### src/rtl/mc_pkg.sv
// Shared encodings for the multicycle MIPS control unit: FSM states, opcodes,
// funct codes, aluop and alucontrol values.
package mc_pkg;

  typedef enum logic [3:0] {
    StFetch   = 4'd0,
    StDecode  = 4'd1,
    StMemAdr  = 4'd2,
    StMemRd   = 4'd3,
    StMemWb   = 4'd4,
    StMemWr   = 4'd5,
    StRtypeEx = 4'd6,
    StRtypeWb = 4'd7,
    StBeqEx   = 4'd8,
    StAddiEx  = 4'd9,
    StAddiWb  = 4'd10,
    StJEx     = 4'd11
  } state_e;

  localparam logic [5:0] OP_RTYPE = 6'b000000;
  localparam logic [5:0] OP_LW    = 6'b100011;
  localparam logic [5:0] OP_SW    = 6'b101011;
  localparam logic [5:0] OP_BEQ   = 6'b000100;
  localparam logic [5:0] OP_ADDI  = 6'b001000;
  localparam logic [5:0] OP_J     = 6'b000010;

  localparam logic [5:0] FUNCT_ADD = 6'b100000;
  localparam logic [5:0] FUNCT_SUB = 6'b100010;
  localparam logic [5:0] FUNCT_AND = 6'b100100;
  localparam logic [5:0] FUNCT_OR  = 6'b100101;
  localparam logic [5:0] FUNCT_SLT = 6'b101010;

  localparam logic [1:0] ALUOP_ADD   = 2'b00;
  localparam logic [1:0] ALUOP_SUB   = 2'b01;
  localparam logic [1:0] ALUOP_FUNCT = 2'b10;

  localparam logic [2:0] ALU_ADD = 3'b010;
  localparam logic [2:0] ALU_SUB = 3'b110;
  localparam logic [2:0] ALU_AND = 3'b000;
  localparam logic [2:0] ALU_OR  = 3'b001;
  localparam logic [2:0] ALU_SLT = 3'b111;

  localparam logic [1:0] SRCB_REG   = 2'b00;
  localparam logic [1:0] SRCB_FOUR  = 2'b01;
  localparam logic [1:0] SRCB_IMM   = 2'b10;
  localparam logic [1:0] SRCB_IMMSH = 2'b11;

  localparam logic [1:0] PC_ALURES = 2'b00;
  localparam logic [1:0] PC_ALUOUT = 2'b01;
  localparam logic [1:0] PC_JUMP   = 2'b10;

endpackage

### src/rtl/mc_controller_alu_dec.sv
// ALU decoder: maps the FSM's aluop and the instruction funct field to the
// 3-bit ALU operation select.
module alu_dec
  import mc_pkg::*;
(
  input  logic [1:0] aluop_i,
  input  logic [5:0] funct_i,
  output logic [2:0] alucontrol_o
);

  always_comb begin
    alucontrol_o = ALU_ADD;
    case (aluop_i)
      ALUOP_SUB: alucontrol_o = ALU_SUB;
      ALUOP_FUNCT: begin
        case (funct_i)
          FUNCT_ADD: alucontrol_o = ALU_ADD;
          FUNCT_SUB: alucontrol_o = ALU_SUB;
          FUNCT_AND: alucontrol_o = ALU_AND;
          FUNCT_OR:  alucontrol_o = ALU_OR;
          FUNCT_SLT: alucontrol_o = ALU_SLT;
          default:   alucontrol_o = ALU_ADD;
        endcase
      end
      default: alucontrol_o = ALU_ADD;
    endcase
  end

endmodule

### src/rtl/mc_controller.sv
// Multicycle MIPS control unit: Moore FSM sequencing each instruction, ALU
// decode, and PC enable gating from the branch condition.
module mc_controller
  import mc_pkg::*;
(
  input  logic       clk,
  input  logic       reset,
  input  logic [5:0] op,
  input  logic [5:0] funct,
  input  logic       zero,
  output logic       memtoreg,
  output logic       regdst,
  output logic       regwrite,
  output logic       alusrca,
  output logic [1:0] alusrcb,
  output logic [2:0] alucontrol,
  output logic [1:0] pcsrc,
  output logic       IorD,
  output logic       irwrite,
  output logic       pcen,
  output logic       memwrite,
  output logic [3:0] state
);

  state_e     state_q, state_d;
  logic [1:0] aluop;
  logic       pcwrite, branch;

  always_ff @(posedge clk) begin
    if (reset) state_q <= StFetch;
    else       state_q <= state_d;
  end

  always_comb begin
    state_d = StFetch;
    unique case (state_q)
      StFetch: state_d = StDecode;
      StDecode: begin
        case (op)
          OP_LW, OP_SW: state_d = StMemAdr;
          OP_RTYPE:     state_d = StRtypeEx;
          OP_BEQ:       state_d = StBeqEx;
          OP_ADDI:      state_d = StAddiEx;
          OP_J:         state_d = StJEx;
          default:      state_d = StFetch;
        endcase
      end
      StMemAdr:  state_d = (op == OP_SW) ? StMemWr : StMemRd;
      StMemRd:   state_d = StMemWb;
      StRtypeEx: state_d = StRtypeWb;
      StAddiEx:  state_d = StAddiWb;
      default:   state_d = StFetch;
    endcase
  end

  // Under reset the outputs show FETCH values with every write enable held low.
  always_comb begin
    memtoreg = 1'b0;
    regdst   = 1'b0;
    regwrite = 1'b0;
    alusrca  = 1'b0;
    alusrcb  = SRCB_REG;
    aluop    = ALUOP_ADD;
    pcsrc    = PC_ALURES;
    IorD     = 1'b0;
    irwrite  = 1'b0;
    memwrite = 1'b0;
    pcwrite  = 1'b0;
    branch   = 1'b0;
    unique case (reset ? StFetch : state_q)
      StFetch: begin
        alusrcb = SRCB_FOUR;
        irwrite = 1'b1;
        pcwrite = 1'b1;
      end
      StDecode: alusrcb = SRCB_IMMSH;
      StMemAdr: begin
        alusrca = 1'b1;
        alusrcb = SRCB_IMM;
      end
      StMemRd: IorD = 1'b1;
      StMemWb: begin
        memtoreg = 1'b1;
        regwrite = 1'b1;
      end
      StMemWr: begin
        IorD     = 1'b1;
        memwrite = 1'b1;
      end
      StRtypeEx: begin
        alusrca = 1'b1;
        aluop   = ALUOP_FUNCT;
      end
      StRtypeWb: begin
        regdst   = 1'b1;
        regwrite = 1'b1;
      end
      StBeqEx: begin
        alusrca = 1'b1;
        aluop   = ALUOP_SUB;
        pcsrc   = PC_ALUOUT;
        branch  = 1'b1;
      end
      StAddiEx: begin
        alusrca = 1'b1;
        alusrcb = SRCB_IMM;
      end
      StAddiWb: regwrite = 1'b1;
      StJEx: begin
        pcsrc   = PC_JUMP;
        pcwrite = 1'b1;
      end
      default: ;
    endcase
    if (reset) begin
      irwrite  = 1'b0;
      pcwrite  = 1'b0;
      regwrite = 1'b0;
      memwrite = 1'b0;
      branch   = 1'b0;
    end
  end

  assign pcen  = pcwrite | (branch & zero);
  assign state = state_q;

  alu_dec u_alu_dec (
    .aluop_i      (aluop),
    .funct_i      (funct),
    .alucontrol_o (alucontrol)
  );

endmodule
### config.mk
export PLATFORM = sky130hd
export DESIGN_NAME = mc_controller
export DESIGN_NICKNAME = d
export VERILOG_FILES = /design/src/rtl/mc_pkg.sv /design/src/rtl/mc_controller_alu_dec.sv /design/src/rtl/mc_controller.sv
export SDC_FILE = /design/constraint.sdc
export NUM_CORES = 1
export LEC_CHECK = 0
export ABC_AREA = 1
export BUFFER_PORTS_ARGS = -buffer_cell sky130_fd_sc_hd__buf_2
export CAP_MARGIN = 20
export CORE_MARGIN = 4
export CORE_UTILIZATION = 37
export DETAILED_ROUTE_END_ITERATION = 7
export PLACE_DENSITY = 0.82
export SLEW_MARGIN = 15
export SYNTH_ARGS = -nofsm -noshare
export SYNTH_HDL_FRONTEND = slang
export SYNTH_SLANG_ARGS = --single-unit
### constraint.sdc
create_clock -name clk -period 1.6 [get_ports clk]
set_input_delay 0.4 -clock clk [delete_from_list [all_inputs] [get_ports clk]]
set_output_delay 0.4 -clock clk [all_outputs]
set_load 0.01 [all_outputs]
==> metrics.md, run 1 <==
| Metric | Value |
|---|---|
| Die height | 46.6 um |
| Num Clock Sinks | 4 |
| Setup WS pre-CTS | -0.382 ns |
| Post-DP HPWL | 1.72 mm |
| Placement Cell Area | 926 um2 |
| Standard-cell rows | 13 |
| Worst_ep kind | output port |
| Mapped cell area | 552 um2 |
| Final Wtd Congestion | 0.857 |
| Stop Error | [ERROR DPL-0038] Utilization greater than 100%, impossible to legalize |
| Syn. warnings | 0 |
| Longest Clk Path Bufs | 2 |
| Syn_area_per_cell | 5.11 um2 |
| CTS Buf Count | 3 |
| H-Tree Depth | 1 |
| Synth Instances | 108 |
| Distinct cells, synth | 15 |
| Placed cell count | 174 |
| Syn_nets | 125 |
| Endpoint with the least setup slack after the last repair | alucontrol[2] |
| Fail Step | 5_1_grt |
| Status | stopped before the end |
| I/O pin cnt | 34 |
| Initial Util | 0.409 |
| Largest net degree at the start of global routing | 7 |
| Die X | 46.6 um |
| Buffers on Ports | 33 |
| #FFs+latches synth | 4 |
| Root Buffer | clkbuf_4 |
| Sequential share of the synthesized area | 0.145 |
==> logic make-up after synthesis <==
kind of cell    Yosys count  synth area share
flops                     4             0.145
simple gates             69             0.546
buf+inv                  21             0.143
compound gates           12             0.120
fa+ha+maj                 2            0.0453
==> what timing repair did <==
item	CTS
gates resized for setup	28
hold buffers	0
setup endpoints to repair	14
pin swaps	12
setup buffers	16
==> Yosys cell counts <==
cell     number  area share
o22ai_1       2       0.023
a21oi_1       6       0.054
nor2_2        4       0.045
o21ai_0       3       0.027
nor2_4        1       0.020
nand3_1      14        0.13
inv_2         4       0.027
nor2_1       26        0.18
nand2_2       1       0.011
nand4_1       2       0.023
a21oi_2       1       0.016
ha_1          2       0.045
dfxtp_1       4        0.15
inv_1        17        0.12
nand2_1      21        0.14
==> through the flow <==
stage	util	setup TNS, ns
4_1_cts	0.854	-2.65
3_5_place_dp	0.686	-1.18
3_3_place_gp	0.686	-0.737
2_1_floorplan	-	-0.0291
==> run 2: changes to the inputs <==
Settings changed: CORE_AREA from default to 4 4 65 67, CORE_MARGIN 4 to default, CORE_UTILIZATION 37 to default, DIE_AREA from default to 0 0 69 71, PLACE_DENSITY 0.82 to default, PLACE_DENSITY_LB_ADDON from default to 0.15.
Clock period 1.6 ns to 2.1 ns, I/O delays scaled along.
==> metrics.md, run 2 <==
| Metric | Value |
|---|---|
| I/O pin cnt | 34 (unchanged) |
| Ranking of synthesized cells by area | nor2_1 (18%), dfxtp_1 (15%), nand2_1 (14%) |
| Met3 WL post-DR | 140 um |
| Global-route wire length before repair | 3.04 mm |
| WP data arrival | 1.49 ns |
| Crit start category | input port |
| CTS Buf Count | 3 (unchanged) |
| CP required | 1.57 ns |
| Uppermost routed layer | met4 |
| Largest family of logic cells by synthesized area | simple AND/OR/NAND/NOR gates |
| Placed cell count | 195 (+12%) |
| Worst-Margin Slew | 0.240 ns |
| Standard-cell rows | 22 (+9) |
| Die X | 69 um (+48%) |
| Clock transition at path regs | 0.03 ns |
| Fin util | 0.268 |
| Post-synthesis adder-cell area fraction | 0.0454 (unchanged) |
| Initial Util | 0.152 (-0.257) |
| Worst clock skew | 0.00262 ns |
| Final Wtd Congestion | 0.819 (-4.4%) |
| DR iter-0 viols | 16 |
| Vias in the first global route | 722 |
| Max Clock Freq | 495 MHz |
| Syn_area_per_cell | 5.11 um2 (unchanged) |
| Ys flop type | dfxtp_1 |
| Initial antenna violation count | 0 |
| Async SR Flop Fraction | 0 (unchanged) |
| Hold crit path type | register to register |
| Met1 Routed Length | 805 um |
| TNS Setup | 0 ns |
| Final Setup Violations | 0 |
| Worst setup startpoint | reset |
| Num Clock Sinks | 4 (unchanged) |
| DR vias/cell | 3.86 |
| Synth Instances | 108 (unchanged) |
| Max-cap check violation count | 0 |
| Longest Clk Path Bufs | 2 (unchanged) |
| Post-synth top area share | 0.177 (unchanged) |
| Static Leak | 0.518 nW |
| Fraction of layout cells with a size suffix above 1 | 0.465 |
| # nets final | 174 |
| Buffers on Ports | 33 (unchanged) |
| DRT Wirelength | 1.82 mm |
| Cts hold-fix bufs | 0 (unchanged) |
| Most common cell after layout, fill and taps aside | buf_2 |
| Core area | 3630 um2 |
| Count leader, synth | nor2_1 |
| Met2 WL | 848 um |
| Antenna-violating nets left | 0 |
| Syn. warnings | 0 (unchanged) |
| Root Buffer | clkbuf_8 |
| Die height | 71 um (+52%) |
| Commonest cells after routing, fill and taps aside | buf_2 (32), nor2_1 (23), nand2_1 (21) |
| Distinct cells, synth | 15 (unchanged) |
| Syn_nets | 125 (unchanged) |
| Drt drc | 0 |
| Largest register FFs | 4 |
| Crit-path max FO | 4 |
| Post-synthesis xor/xnor area fraction | 0 (unchanged) |
| Via count | 783 |
| Crit Reg-Reg Startpoint | state[0] |
| Final Cycle Share | 0.961 |
| Minimum clock period | 2.02 ns |
| Area grow syn2layout | 76.4% |
| Gr ovfl total | 0 |
| DIE AREA | 4900 um2 |
| Final hold vios | 0 |
| Drt pass-1 iters | 4 |
| Hold Path Origin | state[3] |
| Simple-gate share of the synthesized area | 0.546 (unchanged) |
| TritonCTS clock tree | yes |
| Pwr dens | 349 nW/um2 |
| Mapped cell area | 552 um2 (unchanged) |
| Critical path type | input port to output port |
| Worst skew pair latency | 0.22 ns |
| GRT Total Usage | 0.0753 |
| Sequential share of the synthesized area | 0.145 (unchanged) |
| Synth top cells by count | nor2_1 (26), nand2_1 (21), inv_1 (17) |
| #FFs+latches synth | 4 (unchanged) |
| Post-DP HPWL | 1.57 mm (-8.7%) |
| Status | finished, final reports clean |
| Largest net degree at the start of global routing | 8 |
| Ant diodes | 0 |
| Post-synth EDFFs | 0 (unchanged) |
| Synth area leader | nor2_1 |
| CP endpoint kind | output port |
| Relative slew slack | 0.840 |
| Layout Cells excl Fill | 203 |
| Compound-cell area share of the yosys netlist | 0.120 (unchanged) |
| Max-slew violations | 0 |
| H-Tree Depth | 1 (unchanged) |
| RSZ-0062 raised after global routing | yes |
| Avg WL per Cell | 8.97 um |
| Worst IR Drop VDD | 0.0897 mV |
| Mux contribution to synthesized area | 0 (unchanged) |
-- run 2: cell counts after synthesis --
No cell type changed its count.
-- run 2: cells by family (layout without fill, tap and decap cells) --
| logic type | count (synthesis) | count (layout) |
|---|---|---|
| AO/OA/AOI/OAI | 12 | 12 |
| flip-flops | 4 | 4 |
| buffers and inverters | 21 | 68 |
| AND/OR/NAND/NOR | 69 | 69 |
| adder cells (fa/ha/maj) | 2 | 2 |
-- run 2: final timing paths --
check        cells after the start             to  slack [ns]
min reg2reg                      3       state[0]        0.58
max                              8  alucontrol[0]        0.08
max reg2reg                      7       state[3]        0.94
min                              3       state[0]        0.58
-- run 2: power by group --
group	internal [mW]	switching (mW)	total, mW
Sequential	0.0785	0.00341	0.0819
Clock	0.122	0.0394	0.161
Combinational	0.0412	0.0553	0.0965
Total	0.242	0.0981	0.340
-- run 2: timing repair --
| item | CTS | global route |
|---|---|---|
| resized for setup | 8 | 17 |
| cloned | 0 | 0 |
| buffers inserted | 2 | 3 |
| setup endpoints to repair | 3 | 5 |
| pin swaps | 2 | 9 |
-- run 2: through the flow --
step	hold slack, ns	worst slack, ns	power, mW	cell area [um2]
6_report	0.577	0.0818	0.340	973
4_1_cts	0.567	0.00211	0.338	897
5_1_grt	0.636	-0.0192	0.364	973
2_1_floorplan	0.594	0.175	0.129	552
3_5_place_dp	0.585	-0.0352	0.171	822
3_3_place_gp	0.603	0.00986	0.172	822
-- run 2: worst max-delay path: stages --
cell and delay [ns]:
buf_4 0.14, a21oi_4 0.16, nor2_4 0.05, inv_2 0.07, ha_4 0.13, nand4_1 0.11
o22ai_1 0.15, buf_2 0.15
-- run 2: routing by layer --
metal,GRT usage,vias to the layer above
met2,0.121,21
met3,0.0284,3
li1,-,436
met4,0.0390,0
met1,0.0872,323
met5,0,-
-- run 2: cell type report --
| type | count | area [um2] |
|---|---|---|
| clock buffers | 3 | 41.3 |
| repair buffers | 44 | 250 |
| multi-input cells | 83 | 453 |
| inverters | 21 | 78.8 |
| fillers | 433 | 2660 |
| well taps | 48 | 60.1 |
| flip-flops and latches | 4 | 90.1 |
Power figures use the tool's default switching activity.
==> run 3: changes to the inputs <==
Settings changed: GPL_TIMING_DRIVEN from default to 0.
==> metrics.md, run 3 (same netlist as run 2, synthesis figures left out) <==
| Metric | Value |
|---|---|
| Status | finished, final reports clean |
| Area grow syn2layout | 73.5% |
| Hold crit path type | input port to register |
| Max-cap check violation count | 0 (unchanged) |
| Max-slew violations | 0 (unchanged) |
| CTS Buf Count | 3 (unchanged) |
| Root Buffer | clkbuf_8 |
| Clock transition at path regs | 0.03 ns (about the same) |
| Worst skew pair latency | 0.22 ns (about the same) |
| Core area | 3630 um2 (unchanged) |
| Vias in the first global route | 719 (-0.42%) |
| I/O pin cnt | 34 (unchanged) |
| Final Setup Violations | 0 (unchanged) |
| WP data arrival | 1.51 ns (+0.02 ns) |
| Post-DP HPWL | 1.55 mm (-1.2%) |
| # nets final | 170 (-2.3%) |
| Worst clock skew | 0.000356 ns (-0.00227 ns) |
| Static Leak | 0.515 nW (-0.65%) |
| Minimum clock period | 2.04 ns (+0.0185 ns) |
| Num Clock Sinks | 4 (unchanged) |
| Relative slew slack | 0.817 (-0.0223) |
| Buffers on Ports | 33 (unchanged) |
| Crit start category | register |
| Final Wtd Congestion | 0.822 (+0.33%) |
| Fraction of layout cells with a size suffix above 1 | 0.437 (-0.0274) |
| Most common cell after layout, fill and taps aside | buf_2 |
| DR iter-0 viols | 12 (-4) |
| Initial Util | 0.152 (unchanged) |
| Largest net degree at the start of global routing | 8 (unchanged) |
| TritonCTS clock tree | yes |
| RSZ-0062 raised after global routing | yes |
| CP required | 1.57 ns (about the same) |
| Met2 Track Usage GR | 0.124 (+0.00318) |
| Fillers | 451 (+4.2%) |
| Commonest cells after routing, fill and taps aside | buf_2 (32), nor2_1 (23), nand2_1 (21) |
| Max Clock Freq | 491 MHz (-0.91%) |
| Die X | 69 um (unchanged) |
| Via count | 779 (-0.51%) |
| Met1 usage | 0.0828 (-0.00433) |
| DIE AREA | 4900 um2 (unchanged) |
| CP endpoint kind | output port |
| Final Cycle Share | 0.970 (+0.00883) |
| Antenna-violating nets left | 0 (unchanged) |
| Fin util | 0.263 (-0.00448) |
| Critical Path Max Stage Delay | 0.38 ns (+0.22 ns) |
| Initial antenna violation count | 0 (unchanged) |
| Drt drc | 0 (unchanged) |
| Longest Clk Path Bufs | 2 (unchanged) |
| Drt pass-1 iters | 4 (unchanged) |
| TNS Setup | 0 ns (unchanged) |
| Final hold vios | 0 (unchanged) |
| Global-route wire length before repair | 3.05 mm (+0.23%) |
| GRT met3 Usage | 0.0341 (+0.00568) |
| Standard-cell rows | 22 (unchanged) |
| Die height | 71 um (unchanged) |
| Crit-path max FO | 4 (unchanged) |
| Worst-Margin Slew | 0.273 ns (+0.0333 ns) |
| Gr ovfl total | 0 (unchanged) |
| Cts hold-fix bufs | 0 (unchanged) |
| CP Cell Sequence | inv_6, a21oi_4, nor2_4, inv_2, ha_4, nand4_1, a21oi_1, buf_2 |
| Pwr dens | 356 nW/um2 (+2.1%) |
| DR vias/cell | 3.91 (+1.5%) |
| Avg WL per Cell | 9.48 um (+5.7%) |
| Largest register FFs | 4 (unchanged) |
| Ant diodes | 0 (unchanged) |
| DRT Wirelength | 1.89 mm (+3.6%) |
| H-Tree Depth | 1 (unchanged) |
| GRT Total Usage | 0.0732 (-0.00210) |
| Critical path type | register to output port |
| Most used routing layer | met2 |
| Worst IR Drop VDD | 0.108 mV (+20%) |
| Critical-path top delay cell | dfxtp_4 |
==> run 3: changes by cell type in the layout (fill, tap and decap cells not counted), sizes merged <==
cell / before / now
buf: 44 / 40
==> run 3: area by class of cell <==
type	instances	area [um2]	share of cell area
clock buffers	3	41.3	0.0431
well taps	48	60.1	0.0627
flip-flops and latches	4	92.6	0.0967
repair buffers	40	224	0.234
multi-input cells	83	450	0.471
inverters	21	88.8	0.0928
==> run 3: final timing paths <==
path / start / to / slack [ns] / depth (start not counted)
setup / recovery: state[0] / alucontrol[2] / 0.06 / 8
hold / removal: reset / state[1] / 0.53 / 2
setup reg to reg: state[1] / state[3] / 0.98 / 6
hold reg to reg: state[3] / state[0] / 0.58 / 3
==> run 3: worst max-delay path: cells and delay by family, from the launching register on <==
family / cells / cell delay, ns
DFF: 1 / 0.38
AOI/OAI and AO/OA: 2 / 0.32
buffers and inverters: 3 / 0.26
and+or+nand+nor: 2 / 0.19
adders and majority gates: 1 / 0.13
==> run 3: metal layers <==
metal	up-vias	routed length, um
met5	-	0
met4	0	15
met3	2	148
met2	20	926
met1	332	795
li1	425	-
==> run 3: power by group <==
part | leakage (nW) | internal [mW] | switching (mW)
clock network | 0.0216 | 0.122 | 0.0390
registers | 0.0352 | 0.0774 | 0.00539
logic | 0.458 | 0.0417 | 0.0555
total | 0.515 | 0.241 | 0.0999
==> run 3: what timing repair did <==
item	4_1_cts	5_1_grt
resized for setup	20	8
buffers inserted	3	4
endpoints found under the setup margin	3	4
endpoints found under the hold margin	0	0
pin swaps	7	8
==> run 3: through the flow <==
step	hold slack (ns)	cells	total power [mW]	area, um2	setup slack [ns]
6_report	0.526	199	0.341	957	0.0633
5_1_grt	0.534	199	0.360	957	-0.0189
4_1_cts	0.528	195	0.340	902	0.000997
3_5_place_dp	0.633	189	0.165	777	-0.0991
3_3_place_gp	0.632	189	0.166	777	-0.0905
2_1_floorplan	0.594	108	0.129	552	0.175
